File: src/rtl/mips_pkg.sv
// Shared MIPS pipeline definitions: opcodes, forwarding selects, shadow-stage
// records and the hazard FSM state type.
package mips_pkg;

  localparam logic [5:0] ALUop   = 6'd0;
  localparam logic [5:0] Jop     = 6'd2;
  localparam logic [5:0] JALop   = 6'd3;
  localparam logic [5:0] ADD_IMM = 6'd8;
  localparam logic [5:0] LW      = 6'd35;
  localparam logic [5:0] SW      = 6'd43;

  localparam logic [1:0] FWD_REG = 2'b00;
  localparam logic [1:0] FWD_WB  = 2'b01;
  localparam logic [1:0] FWD_MEM = 2'b10;

  typedef struct packed {
    logic [4:0] dest;
    logic [4:0] rs;
    logic [4:0] rt;
    logic       reads_rs;
    logic       reads_rt;
    logic       is_load;
  } idex_t;

  typedef struct packed {
    logic [4:0] dest;
    logic       is_load;
  } wbk_t;

  typedef enum logic {
    RUN     = 1'b0,
    LDSTALL = 1'b1
  } state_e;

  // A load still in EX/MEM has no data yet, so it may only forward from MEM/WB.
  function automatic logic [1:0] fwd_sel(input logic       rd_en,
                                         input logic [4:0] src,
                                         input wbk_t       exm,
                                         input wbk_t       mwb);
    logic [1:0] sel;
    sel = FWD_REG;
    if (rd_en && exm.dest != 5'd0 && exm.dest == src && !exm.is_load) begin
      sel = FWD_MEM;
    end else if (rd_en && mwb.dest != 5'd0 && mwb.dest == src) begin
      sel = FWD_WB;
    end
    return sel;
  endfunction

endpackage

File: src/rtl/instr_decode.sv
// Combinational decode of the ID-stage instruction into the register-usage
// record tracked by the hazard controller.
module instr_decode
  import mips_pkg::*;
(
  input  logic [31:0] ir_i,
  output idex_t       dec_o,
  output logic        is_jump_o
);

  logic unused_imm;
  assign unused_imm = ^ir_i[10:0];

  always_comb begin
    dec_o     = '0;
    is_jump_o = 1'b0;
    dec_o.rs  = ir_i[25:21];
    dec_o.rt  = ir_i[20:16];
    case (ir_i[31:26])
      ALUop: begin
        dec_o.dest     = ir_i[15:11];
        dec_o.reads_rs = 1'b1;
        dec_o.reads_rt = 1'b1;
      end
      LW: begin
        dec_o.dest     = ir_i[20:16];
        dec_o.reads_rs = 1'b1;
        dec_o.is_load  = 1'b1;
      end
      ADD_IMM: begin
        dec_o.dest     = ir_i[20:16];
        dec_o.reads_rs = 1'b1;
      end
      SW: begin
        dec_o.reads_rs = 1'b1;
        dec_o.reads_rt = 1'b1;
      end
      Jop: begin
        is_jump_o = 1'b1;
      end
      JALop: begin
        dec_o.dest = 5'd31;
        is_jump_o  = 1'b1;
      end
      default: ;
    endcase
  end

endmodule

File: src/rtl/fwd_hazard_ctrl.sv
// Forwarding-select, load-use stall and jump-flush controller driven by a
// shadow copy of the ID/EX, EX/MEM and MEM/WB register-usage fields.
module fwd_hazard_ctrl
  import mips_pkg::*;
#(
  parameter int CNT_W = 16
) (
  input  logic             clock,
  input  logic             reset,
  input  logic [31:0]      ifid_ir,
  input  logic             hold,
  output logic [1:0]       fa,
  output logic [1:0]       fb,
  output logic             stall,
  output logic             flush,
  output logic [CNT_W-1:0] stall_count
);

  idex_t            dec;
  logic             is_jump;
  logic             hazard;
  idex_t            idex_q, idex_d;
  wbk_t             exmem_q, memwb_q;
  state_e           state_q, state_d;
  logic [CNT_W-1:0] cnt_q, cnt_d;

  instr_decode u_decode (
    .ir_i      (ifid_ir),
    .dec_o     (dec),
    .is_jump_o (is_jump)
  );

  always_comb begin
    hazard = idex_q.is_load && (idex_q.dest != 5'd0) &&
             ((dec.reads_rs && dec.rs == idex_q.dest) ||
              (dec.reads_rt && dec.rt == idex_q.dest));
  end

  always_comb begin
    state_d = state_q;
    idex_d  = dec;
    cnt_d   = cnt_q;
    stall   = 1'b0;
    flush   = 1'b0;
    if (!hold) begin
      flush = is_jump;
      if (state_q == RUN) begin
        if (hazard) begin
          stall   = 1'b1;
          state_d = LDSTALL;
        end
      end else begin
        state_d = RUN;
      end
      // The stalled instruction stays in IF/ID; EX receives a bubble instead.
      if (stall) begin
        idex_d = '0;
        if (cnt_q != '1) cnt_d = cnt_q + CNT_W'(1);
      end
    end
  end

  always_ff @(posedge clock) begin
    if (reset) begin
      idex_q  <= '0;
      exmem_q <= '0;
      memwb_q <= '0;
      state_q <= RUN;
      cnt_q   <= '0;
    end else if (!hold) begin
      idex_q  <= idex_d;
      exmem_q <= wbk_t'{dest: idex_q.dest, is_load: idex_q.is_load};
      memwb_q <= exmem_q;
      state_q <= state_d;
      cnt_q   <= cnt_d;
    end
  end

  assign fa          = fwd_sel(idex_q.reads_rs, idex_q.rs, exmem_q, memwb_q);
  assign fb          = fwd_sel(idex_q.reads_rt, idex_q.rt, exmem_q, memwb_q);
  assign stall_count = cnt_q;

endmodule

File: config.mk
export PLATFORM = sky130hd
export DESIGN_NAME = fwd_hazard_ctrl
export DESIGN_NICKNAME = d
export VERILOG_FILES = /design/src/rtl/mips_pkg.sv /design/src/rtl/instr_decode.sv /design/src/rtl/fwd_hazard_ctrl.sv
export SDC_FILE = /design/constraint.sdc
export NUM_CORES = 1
export LEC_CHECK = 0
export ABC_AREA = 1
export CAP_MARGIN = 5
export CORE_MARGIN = 2
export CORE_UTILIZATION = 56
export CTS_CLUSTER_DIAMETER = 80
export CTS_CLUSTER_SIZE = 30
export DETAILED_ROUTE_END_ITERATION = 12
export PLACE_DENSITY = 0.86
export SLEW_MARGIN = 10
export SYNTH_ARGS = -nofsm -noshare
export SYNTH_HDL_FRONTEND = slang
export SYNTH_SLANG_ARGS = --single-unit
File: constraint.sdc
create_clock -name clock -period 2.9 [get_ports clock]
set_clock_uncertainty 0.05 [all_clocks]
set_input_delay 0.58 -clock clock [delete_from_list [all_inputs] [get_ports clock]]
set_output_delay 0.58 -clock clock [all_outputs]
set_load 0.1 [all_outputs]
Word level (Yosys, flattened, before mapping). Index checks and enable logic that the tools add are counted.

Register bits after elaboration: 46. Latch bits: 0. Bits in writable memories: 0. Bits in read-only memories: 0. Input bits: 35. Output and inout port bits: 22. Logic and storage cells: 65. Memories: 0.

Add/sub/neg operators: 1. Multiply operators: 0. Divide/modulo/power cells: 0. Order comparisons: 0. Equal/unequal tests: 12. Shifts and indexed selects: 0. Multiplexer cells: 15. Bitwise gates (word level): 1. Reductions and logical operators: 25.

Operators with widths (number): 5-bit equality test (6); 18-bit two-way mux (1); 16-bit by 1-bit adder with 16-bit output, second input constant (1); 16-bit inequality test, second input constant (1); 5-bit case mux with 3 select lines (1); 5-bit nonzero test (3); 1-bit logical AND (14); 6-bit by 2-bit equality test with 1-bit output, second input constant (2); 6-bit equality test, second input constant (2); 1-bit two-way mux (11); 6-bit by 4-bit equality test with 1-bit output, second input constant (1); 6-bit zero test (1); 2-bit OR reduction (3); 2-bit two-way mux (2); 4-bit OR reduction (1); 3-bit AND reduction (1); 1-bit zero test (1); 1-bit logical OR (1); 1-bit inverter (1).

Depth between registers and ports, before layout. Gate-level depths: netlist of run 1.

Word-level depth: 10. Depth in mapped cells: 13. Depth with buffers taken out: 13.

By module. From an unflattened synthesis of run 1, not the netlist that was laid out.

Cell total of the unflattened synthesis: 464. Area, all modules: 2934.1 µm².

Modules (own cells, without submodules): fwd_hazard_ctrl (instances 1, cells each 408, area an instance 2626.3 µm², sequential area each 920.9 µm²); instr_decode (instances 1, cells each 56, area an instance 307.8 µm², sequential area each 0.0 µm²).

Least setup slack after synthesis of run 1. OpenSTA, ideal clock, no wires.

Path kind: flip-flop to output port. Start point: register exmem_q[2] in the netlist's numbering. End point: output port fa[0]. Arrival: 5.216 ns. Data required time: 2.270 ns. Setup slack: -2.946 ns. Cell stages (with the launch flop): 7. Path buffers: 0. Cells stage by stage: dfxtp_1 > inv_1 > nor2_1 > nor3_1 > nand4_1 > nor4_1 > nor2_1.

Longest elaborated chain between the ends: 5. Elaborated cells between the ends (all ways): 6. Those cells by class: eq/ne (1); mux (1); reduce/logical (4).

RTL lines: start: declaration (RTL line fwd_hazard_ctrl.sv:23) `wbk_t exmem_q, memwb_q;`; start signal: assignment (RTL line fwd_hazard_ctrl.sv:72) `exmem_q <= wbk_t'{dest: idex_q.dest, is_load: idex_q.is_load};`; 5-bit nonzero test (RTL line mips_pkg.sv:42) `if (rd_en && exm.dest != 5'd0 && exm.dest == src && !exm.is_load) begin`; 1-bit logical AND (RTL line mips_pkg.sv:42); 1-bit logical AND (*) (2 in series) (RTL line mips_pkg.sv:42); 2-bit two-way mux (*) (RTL line mips_pkg.sv:42); end: declaration (RTL line fwd_hazard_ctrl.sv:12) `output logic [1:0] fa,`.

Every way passes the cells marked *; elsewhere a longest branch is shown, timed or not.

Final worst setup path of run 1.
Start point: input port ifid_ir[24]. End point: output port stall.

Longest elaborated chain between the ends: 8.

RTL lines: start: declaration (RTL line fwd_hazard_ctrl.sv:10) `input logic [31:0] ifid_ir,`; 5-bit equality test (RTL line fwd_hazard_ctrl.sv:35) `((dec.reads_rs && dec.rs == idex_q.dest) ||`; 1-bit logical AND (RTL line fwd_hazard_ctrl.sv:35); 1-bit logical OR (RTL line fwd_hazard_ctrl.sv:35); 1-bit logical AND (RTL line fwd_hazard_ctrl.sv:34) `hazard = idex_q.is_load && (idex_q.dest != 5'd0) &&`; 1-bit two-way mux (RTL line fwd_hazard_ctrl.sv:48) `if (hazard) begin`; 1-bit two-way mux (RTL line fwd_hazard_ctrl.sv:47) `if (state_q == RUN) begin`; 1-bit two-way mux (2 in series) (RTL line fwd_hazard_ctrl.sv:45) `if (!hold) begin`; end: declaration (RTL line fwd_hazard_ctrl.sv:14) `output logic stall,`.

Every way passes these cells. The select of a mux whose other input is x is not followed.

==> results of run 1 <==
## area by class of cell
cell class                 count  area, sq um
clock inverter                 1         5.00
timing repair buffer          53          495
fill                         425         1500
clock buffer                   7         86.3
tap                           70         87.6
inverter                      45          171
multi-input combinational    309         1810
sequential                    46          921
## cells by family (layout without fill, tap and decap cells)
logic type / after synthesis / count (layout) / share of synthesized area [%]
XOR/XNOR: 25 / 25 / 7.46
AND/OR/NAND/NOR: 220 / 220 / 39.2
flip-flops: 46 / 46 / 31.4
buffers and inverters: 56 / 106 / 8.05
adder cells (fa/ha/maj): 1 / 1 / 0.426
AO/OA/AOI/OAI: 63 / 63 / 13.5
## metal layers
metal  vias to the layer above  track usage [%]  wire (um)  part of all wire, %
li1                       1411                -          -                    -
met1                      1231             28.3       2900                   46
met2                        64             39.4       2990                   48
met3                         9             4.03        254                  4.1
met4                         0             7.45        107                  1.7
met5                         -                0          0                    0
## power groups by stage
stage	combinational, mW	clock [mW]	sequential (mW)
after floorplan	0.120	0	0.677
after global placement	0.178	0	0.681
after detailed placement	0.183	0	0.682
after CTS	0.183	0.410	0.667
after global routing	0.203	0.439	0.670
final	0.184	0.408	0.667
## timing repair
action                     in CTS  in global routing
hold buffers                    0                  0
setup endpoints to repair       0                  1
hold endpoints to repair        0                  0
resized for setup               0                  2
## sequential cells by signal, summed over array words and instances (netlist names)
| register | cells |
|---|---|
| exmem_q | 6 |
| idex_q | 18 |
| memwb_q | 5 |
| stall_count | 16 |
| state_q | 1 |
## critical path, stage by stage
cell and delay [ps]:
clkdlybuf4s50_1 540, inv_1 70, nand2_1 70, nand2_1 50, nor2_1 80, nand2_1 70
nor2_2 150, clkinv_2 90, nand2_4 110, nand3_4 80, clkinv_2 100, buf_12 180
## how the worst min path moves through the flow
stage,start,end,slack [ps],cells past startpoint
global placement,idex_q[0]$_SDFFE_PP0N_,idex_q[0]$_SDFFE_PP0N_,420,2
CTS,state_q$_SDFFE_PP0N_,state_q$_SDFFE_PP0N_,440,2
finish,state_q$_SDFFE_PP0N_,state_q$_SDFFE_PP0N_,440,2
floorplan,state_q$_SDFFE_PP0N_,state_q$_SDFFE_PP0N_,400,2
global route,state_q$_SDFFE_PP0N_,state_q$_SDFFE_PP0N_,470,2
detailed placement,idex_q[0]$_SDFFE_PP0N_,idex_q[0]$_SDFFE_PP0N_,430,2
## stage by stage
step / instance area, sq um / cells / utilization, % / worst slack (ps)
5_1_grt: 3580 / 531 / 70.5 / 12.7
6_report: 3580 / 531 / 70.5 / 90.1
4_1_cts: 3570 / 531 / 70.4 / 86.8
3_3_place_gp: 3480 / 523 / 68.6 / 123
3_5_place_dp: 3480 / 523 / 68.6 / 94.8
2_1_floorplan: 2960 / 411 / - / 39.2
## cell usage in the layout, fill, tap and decap left out, types with 9 or more instances in the layout
cell type	netlist	routed
nand2_4	11	11
a21oi_1	29	29
nor2_2	10	11
dfxtp_1	46	46
clkdlybuf4s50_1	0	22
xor2_1	19	19
nand2_1	99	99
nand4_1	12	12
a21oi_2	10	10
nor2_1	53	50
buf_4	1	27
inv_1	38	38
o21ai_0	13	13
nand3_1	9	9
==> out/metrics.csv, run 1 <==
metric,value,unit
status,"finished, final reports clean",
critPathKind,primary input to primary output,
grt_pass1_wl,11100,um
antenna_found_initial,0,
layout_min_cycle_time,2810,ps
synthTopCellsByCount,"nand2_1, nor2_1, dfxtp_1, inv_1, a21oi_1",
critPathLaunchType,primary input,
p_sw,0.337,mW
vias,2715,
synth-edff-count,0,
seqPwrFrac,53.0,%
crit_arrival,2180,ps
setup_viol,0,
area.growth.synth_to_final,21.9,%
overflow,0,
whs,440,ps
synth_ff_type,dfxtp_1,
timing.rr.start,stall_count[0]$_SDFFE_PP0P_,
synth-seq-area-share,31.4,%
cts.path.max_buffers,2,
min_period_over_period,96.9,%
clkTransAtPathRegs,80,ps
vdd_drop_max,0.189,mV
drcViolationCount,0,
powerDensity,352,nW/um^2
cellLeakagePower,1.55,nW
htree_levels,2,
avgSynthCellArea,7.14,sq um
endpoint_kind,primary output,
synth_largest_type_area_fraction,31.4,%
drt-wirelength-per-cell,11.8,um
hp-class,flip-flop to flip-flop,
cts_num_sinks,46,
final_layout_size_suffix_gt1_share,22.1,%
synth.top_cells.by_area,"dfxtp_1, nand2_1, nor2_1, xor2_1, a21oi_1",
cts_tree,done,
reg2reg_slack,970,ps
synth.most_common_cell,nand2_1,
reg2reg_depth,10,
dr.pass1.iters,4,
nets,496,
routabilityCongestion,0.864,
numCtsBuffers,5,
clock_latency,300,ps
start_util,57.9,%
num_rows,26,
synthArstFlopShare,0,%
critPathMaxFanout,4,
synth_cell_type_count,40,
core_area,5070,sq um
max-cap-violations,0,
synth_area_leader_cell,dfxtp_1,
worst_pin_slew,767,ps
p_sw_share,26.8,%
r2r-end,stall_count[0]$_SDFFE_PP0P_,
slew_headroom,48.8,%
p_total,1.26,mW
clkPwrFrac,32.4,%
pin_count,57,
vias_per_cell,5.11,
tns,0,ps
dp_hpwl,4810,um
crit_end,stall,
slew_viol_final,0,
antenna_left,0,
grt_pass1_vias,2573,
grt_max_degree,29,
clock-root-buffer,clkbuf_8,
die_w,76.4,um
n_antenna_cell,0,
drt_iter0_drc,127,
wirelength,6250,um
crit_start,ifid_ir[24],
pwr-share-comb,14.6,%
syn_inst,411,
netlist_area,2940,sq um
ys_seq_elements,46,
synth_nets,447,
die_h,76.4,um
cp.required,2270,ps
io_buffers,45,
dieArea,5840,sq um
fmax,0.356,GHz
postCtsSetupRepairBufs,0,
synth_warnings,0,
finalHoldViolations,0,
rsz0062_at_grt,no,
p_int,0.922,mW
grt_usage,22.6,%
Power figures use the tool's default switching activity.
==> run 2, diff against run 1 <==
--- a/config.mk
+++ b/config.mk
@@ -8,11 +8,12 @@
 export ABC_AREA = 1
 export CAP_MARGIN = 5
 export CORE_MARGIN = 2
-export CORE_UTILIZATION = 56
+export CORE_UTILIZATION = 65
 export CTS_CLUSTER_DIAMETER = 80
 export CTS_CLUSTER_SIZE = 30
 export DETAILED_ROUTE_END_ITERATION = 12
-export PLACE_DENSITY = 0.86
+export DONT_BUFFER_PORTS = 1
+export PLACE_DENSITY = 0.82
 export SLEW_MARGIN = 10
 export SYNTH_ARGS = -nofsm -noshare
 export SYNTH_HDL_FRONTEND = slang
==> run 2 against run 1 <==
Against the previous run: register-to-register slack worse by 40 ps; combinational power decreased by 34%; largest power group unchanged; routed wire length rose by 1.4%; via count down 3.4%; cell count decreased by 9.2%; non-clock buffer count shrank 31; cell area is 9.9% lower; utilization is 3.5 points higher; first-iteration DRC count increased by 54%; highest routed layer unchanged.
==> out/metrics.csv, run 2 (synthesized netlist as in run 1, its figures left out) <==
metric,value,unit,change
status,"finished, final reports clean",,unchanged
min_period_over_period,87.6,%,was 96.9%
worstHoldStart,reset,,was state_q$_SDFFE_PP0N_
hp-class,primary input to flip-flop,,was flip-flop to flip-flop
n_antenna_cell,0,,unchanged
max-cap-violations,0,,unchanged
die_h,71.2,um,was 76.4 um
cts_hold_buffers,0,,unchanged
highest_layer,met4,,unchanged
reg2reg_depth,10,,unchanged
dp_hpwl,4730,um,was 4810 um
overflow,0,,unchanged
vias_per_cell,5.44,,was 5.11
drcViolationCount,0,,unchanged
worstPathCellList,"inv_2, nand2_1, nand2_1, nor2_1, nand2_1, nor2_2, clkinv_2, nand2_4, nand3_4, clkinv_2",,"was clkdlybuf4s50_1, inv_1, nand2_1, nand2_1, nor2_1, nand2_1, nor2_2, clkinv_2, nand2_4, nand3_4, clkinv_2, buf_12"
grt_usage,26.7,%,was 22.6%
whs_path_depth,1,,was 2
reg2reg_slack,930,ps,was 970 ps
drt-met1-wl,2810,um,was 2900 um
drt-wirelength-per-cell,13.1,um,was 11.8 um
grt_pass1_vias,2498,,"was 2,573"
grt_pass1_wl,11100,um,about the same
antenna_found_initial,0,,unchanged
io_buffers,0,,was 45
hold_end,idex_q[1]$_SDFFE_PP0N_,,was state_q$_SDFFE_PP0N_
grt_max_degree,39,,was 29
crit_slowest_cell,dfxtp_1,,was clkdlybuf4s50_1
htree_levels,2,,unchanged
dieArea,5070,sq um,was 5840 sq um
clock_latency,300,ps,about the same
path_buf_inv,3,,was 5
postCtsSetupRepairBufs,0,,unchanged
clkTransAtPathRegs,90,ps,was 80 ps
critPathKind,flip-flop to primary output,,was primary input to primary output
wirelength,6330,um,was 6250 um
wl_met3,383,um,was 254 um
slowest_delay,450,ps,was 540 ps
whs,277,ps,was 440 ps
slew_viol_final,0,,unchanged
antenna_left,0,,unchanged
crit_path_frequent_cell,nand2_1,,unchanged
die_w,71.2,um,was 76.4 um
cts-resized-gates,0,,unchanged
core_area,4350,sq um,was 5070 sq um
layout_commonest_cell,nand2_1,,unchanged
pin_count,57,,unchanged
cts_num_sinks,46,,unchanged
layout_min_cycle_time,2540,ps,was 2810 ps
drt_iter0_drc,196,,was 127
fmax,0.394,GHz,was 0.356 GHz
final_cell_mix,"nand2_1, nor2_1, dfxtp_1",,unchanged
cp.required,2270,ps,about the same
tns,0,ps,unchanged
rsz0062_at_grt,no,,unchanged
finalHoldViolations,0,,unchanged
crit_arrival,1910,ps,was 2180 ps
nets,465,,was 496
clock-root-buffer,clkbuf_8,,unchanged
setup_viol,0,,unchanged
vias,2622,,"was 2,715"
slew_headroom,50.6,%,was 48.8%
dr_wl_met2,3020,um,was 2990 um
r2r-end,stall_count[0]$_SDFFE_PP0P_,,unchanged
cellLeakagePower,1.41,nW,was 1.55 nW
powerDensity,373,nW/um^2,was 352 nW/um^2
dr.pass1.iters,4,,unchanged
timing.rr.start,stall_count[0]$_SDFFE_PP0P_,,unchanged
num_rows,24,,was 26
largest-register,idex_q,,unchanged
endpoint_kind,primary output,,unchanged
cts.path.max_buffers,2,,unchanged
routabilityCongestion,0.895,,was 0.864
cp_top_family,simple AND/OR/NAND/NOR gates,,was buffers and inverters
vdd_drop_max,0.268,mV,was 0.189 mV
final_layout_size_suffix_gt1_share,22.1,%,about the same
worst_pin_slew,741,ps,was 767 ps
critPathMaxFanout,6,,was 4
area.growth.synth_to_final,9.76,%,was 21.9%
largest_reg_flops,18,,unchanged
cts_tree,done,,unchanged
start_util,67.4,%,was 57.9%
critPathLaunchType,flip-flop,,was primary input
numCtsBuffers,5,,unchanged
==> run 2: cell count changes in the layout (fill, tap and decap cells not counted), sizes merged <==
cell / delta
buf: -8
dlymetal6s2s: -1
clkdlybuf4s50: -22
==> run 2: worst max-delay path by stage <==
stage	startpoint	endpoint	slack, ps	depth (start not counted)
floorplan	exmem_q[2]$_SDFFE_PP0N_	fa[0]	40	6
detailed placement	ifid_ir[29]	stall	450	7
finish	idex_q[17]$_SDFFE_PP0N_	stall	360	10
global placement	ifid_ir[29]	stall	490	7
CTS	idex_q[17]$_SDFFE_PP0N_	stall	350	10
global route	idex_q[16]$_SDFFE_PP0N_	stall	180	10
==> run 2: area by class of cell <==
type / instances / area, sq um
Clock buffer: 7 / 86.3
Clock inverter: 1 / 5.00
Inverter: 45 / 171
Sequential cell: 46 / 921
Tap cell: 52 / 65.1
Multi-Input combinational cell: 309 / 1810
Timing Repair Buffer: 22 / 165
Fill cell: 362 / 1130
==> run 2: stage by stage <==
stage	total power, mW	std cells	instance area (sq um)	setup WS, ps	utilization [%]
final	1.20	482	3220	361	74.0
after global routing	1.25	482	3220	182	74.0
after CTS	1.21	482	3220	349	74.0
after detailed placement	0.804	474	3130	447	71.9
after global placement	0.798	474	3130	494	71.9
after floorplan	0.796	411	2960	39.2	-
==> run 2: routing by layer <==
metal | GRT usage (%) | vias up
li1 | - | 1348
met1 | 36.0 | 1180
met2 | 42.6 | 80
met3 | 5.49 | 14
met4 | 9.64 | 0
met5 | 0 | -
==> run 2: report_power, final <==
part / internal [mW] / leakage [nW] / switching, mW
clock network: 0.193 / 0.0482 / 0.220
registers: 0.648 / 0.375 / 0.0195
logic: 0.0494 / 0.984 / 0.0731
total: 0.890 / 1.41 / 0.312
==> run 3, diff against run 2 <==
--- a/config.mk
+++ b/config.mk
@@ -13,7 +13,7 @@
 export CTS_CLUSTER_SIZE = 30
 export DETAILED_ROUTE_END_ITERATION = 12
 export DONT_BUFFER_PORTS = 1
-export PLACE_DENSITY = 0.82
+export PLACE_DENSITY_LB_ADDON = 0.12
 export SLEW_MARGIN = 10
 export SYNTH_ARGS = -nofsm -noshare
 export SYNTH_HDL_FRONTEND = slang
==> constraint.sdc (replaced) <==
create_clock -name clock -period 2.9 [get_ports clock]
set_clock_uncertainty 0.05 [all_clocks]
set_input_delay 0.58 -clock clock [delete_from_list [all_inputs] [get_ports clock]]
set_output_delay 0.58 -clock clock [all_outputs]
set_load 0.005 [all_outputs]
==> run 3 against run 2 <==
Against the previous run: first-iteration DRC count fell by 31%; die area did not move; cell area fell by 5.6%; non-clock buffer count fell by 22; critical endpoint unchanged; largest cell class unchanged; highest routed layer unchanged.
==> out/metrics.csv, run 3 (synthesized netlist as in run 1, its figures left out) <==
metric,value,unit,change
status,"finished, final reports clean",,unchanged
max-cap-violations,0,,unchanged
fmax,0.430,GHz,was 0.394 GHz
n_antenna_cell,0,,unchanged
htree_levels,2,,unchanged
final_util,69.9,%,was 74.0%
grt_pass1_vias,2308,,"was 2,498"
routabilityCongestion,0.838,,was 0.895
slew_viol_final,0,,unchanged
cp.required,2270,ps,about the same
p_total,1.25,mW,was 1.20 mW
largest_reg_flops,18,,unchanged
overflow,0,,unchanged
min_period_over_period,80.1,%,was 87.6%
critPathLaunchType,flip-flop,,unchanged
slowest_delay,440,ps,was 450 ps
antenna_found_initial,0,,unchanged
dp_hpwl,4580,um,was 4730 um
num_rows,24,,unchanged
hp-class,primary input to flip-flop,,unchanged
clkTransAtPathRegs,80,ps,was 90 ps
layout_min_cycle_time,2320,ps,was 2540 ps
grt_usage,24.8,%,was 26.7%
endpoint_kind,primary output,,unchanged
crit_slowest_cell,dfxtp_1,,unchanged
critPathKind,flip-flop to primary output,,unchanged
vias_per_cell,5.45,,was 5.44
grt_pass1_wl,10300,um,"was 11,100 um"
slew_headroom,52.7,%,was 50.6%
cellLeakagePower,1.29,nW,was 1.41 nW
grt_max_degree,39,,unchanged
final_area,3040,sq um,was 3220 sq um
setup_viol,0,,unchanged
final_cell_mix,"nand2_1, nor2_1, dfxtp_1",,unchanged
final_layout_size_suffix_gt1_share,16.4,%,was 22.1%
finalHoldViolations,0,,unchanged
cts_tree,done,,unchanged
dp_cells,452,,was 474
vdd_drop_max,0.320,mV,was 0.268 mV
vias,2506,,"was 2,622"
antenna_left,0,,unchanged
die_w,71.2,um,unchanged
layout_commonest_cell,nand2_1,,unchanged
drt-wirelength-per-cell,12.9,um,was 13.1 um
clock-root-buffer,clkbuf_8,,unchanged
clock_latency,300,ps,about the same
crit_path_frequent_cell,nand2_1,,unchanged
wirelength,5930,um,was 6330 um
cts_hold_buffers,0,,unchanged
place_ws,693,ps,was 447 ps
start_util,67.4,%,unchanged
whs,285,ps,was 277 ps
largest-register,idex_q,,unchanged
io_buffers,0,,unchanged
dpl-instance-area,2940,sq um,was 3130 sq um
powerDensity,410,nW/um^2,was 373 nW/um^2
postCtsSetupRepairBufs,0,,unchanged
rsz0062_at_grt,no,,unchanged
drcViolationCount,0,,unchanged
pin_count,57,,unchanged
worst_pin_slew,709,ps,was 741 ps
tns,0,ps,unchanged
dr.pass1.iters,4,,unchanged
worstPathCellList,"inv_2, nand2_1, nand2_1, nor2_1, nand2_1, nor2_2, clkinv_2, nand2_4, nand3_4, clkinv_2",,unchanged
dieArea,5070,sq um,unchanged
final.setup.worst_slack,576,ps,was 361 ps
cts.path.max_buffers,2,,unchanged
crit_arrival,1690,ps,was 1910 ps
core_area,4350,sq um,unchanged
nets,443,,was 465
fin_cells,460,,was 482
cts-resized-gates,0,,unchanged
die_h,71.2,um,unchanged
cts_num_sinks,46,,unchanged
critPathMaxFanout,6,,unchanged
area.growth.synth_to_final,3.62,%,was 9.76%
drt_iter0_drc,135,,was 196
numCtsBuffers,5,,unchanged
run 3: final cells by class:
type	count	area (sq um)
Clock buffer	7	76.3
Multi-Input combinational cell	309	1780
Clock inverter	1	30.0
Sequential cell	46	921
Inverter	45	171
Fill cell	399	1310
Tap cell	52	65.1
run 3: worst max-delay path, delay by kind of cell, from the launching register on:
family | cells | cell delay (ps)
buffers and inverters | 3 | 300
AND/OR/NAND/NOR | 7 | 660
flip-flops | 1 | 440
run 3: power by group:
| part | switching, mW | leakage (nW) | total, mW | internal, mW |
|---|---|---|---|---|
| Combinational | 0.0672 | 0.865 | 0.115 | 0.0477 |
| Clock | 0.207 | 0.0524 | 0.465 | 0.258 |
| Sequential | 0.0188 | 0.375 | 0.667 | 0.648 |
| Total | 0.293 | 1.29 | 1.25 | 0.954 |
run 3: path summary, 6_finish.rpt:
check,start,to,slack (ps),cells past startpoint
setup / recovery,idex_q[17]$_SDFFE_PP0N_,stall,580,10
hold / removal,reset,idex_q[1]$_SDFFE_PP0N_,290,1
setup reg to reg,stall_count[1]$_SDFFE_PP0P_,stall_count[12]$_SDFFE_PP0P_,930,9
hold reg to reg,state_q$_SDFFE_PP0N_,state_q$_SDFFE_PP0N_,450,2
run 3: per-layer routing:
metal | wire [um] | global-route usage (%) | part of all wire [%]
met2 | 2780 | 39.3 | 47
met4 | 76 | 7.76 | 1.3
met5 | 0 | 0 | 0
met1 | 2800 | 33.7 | 47
met3 | 279 | 5.77 | 4.7
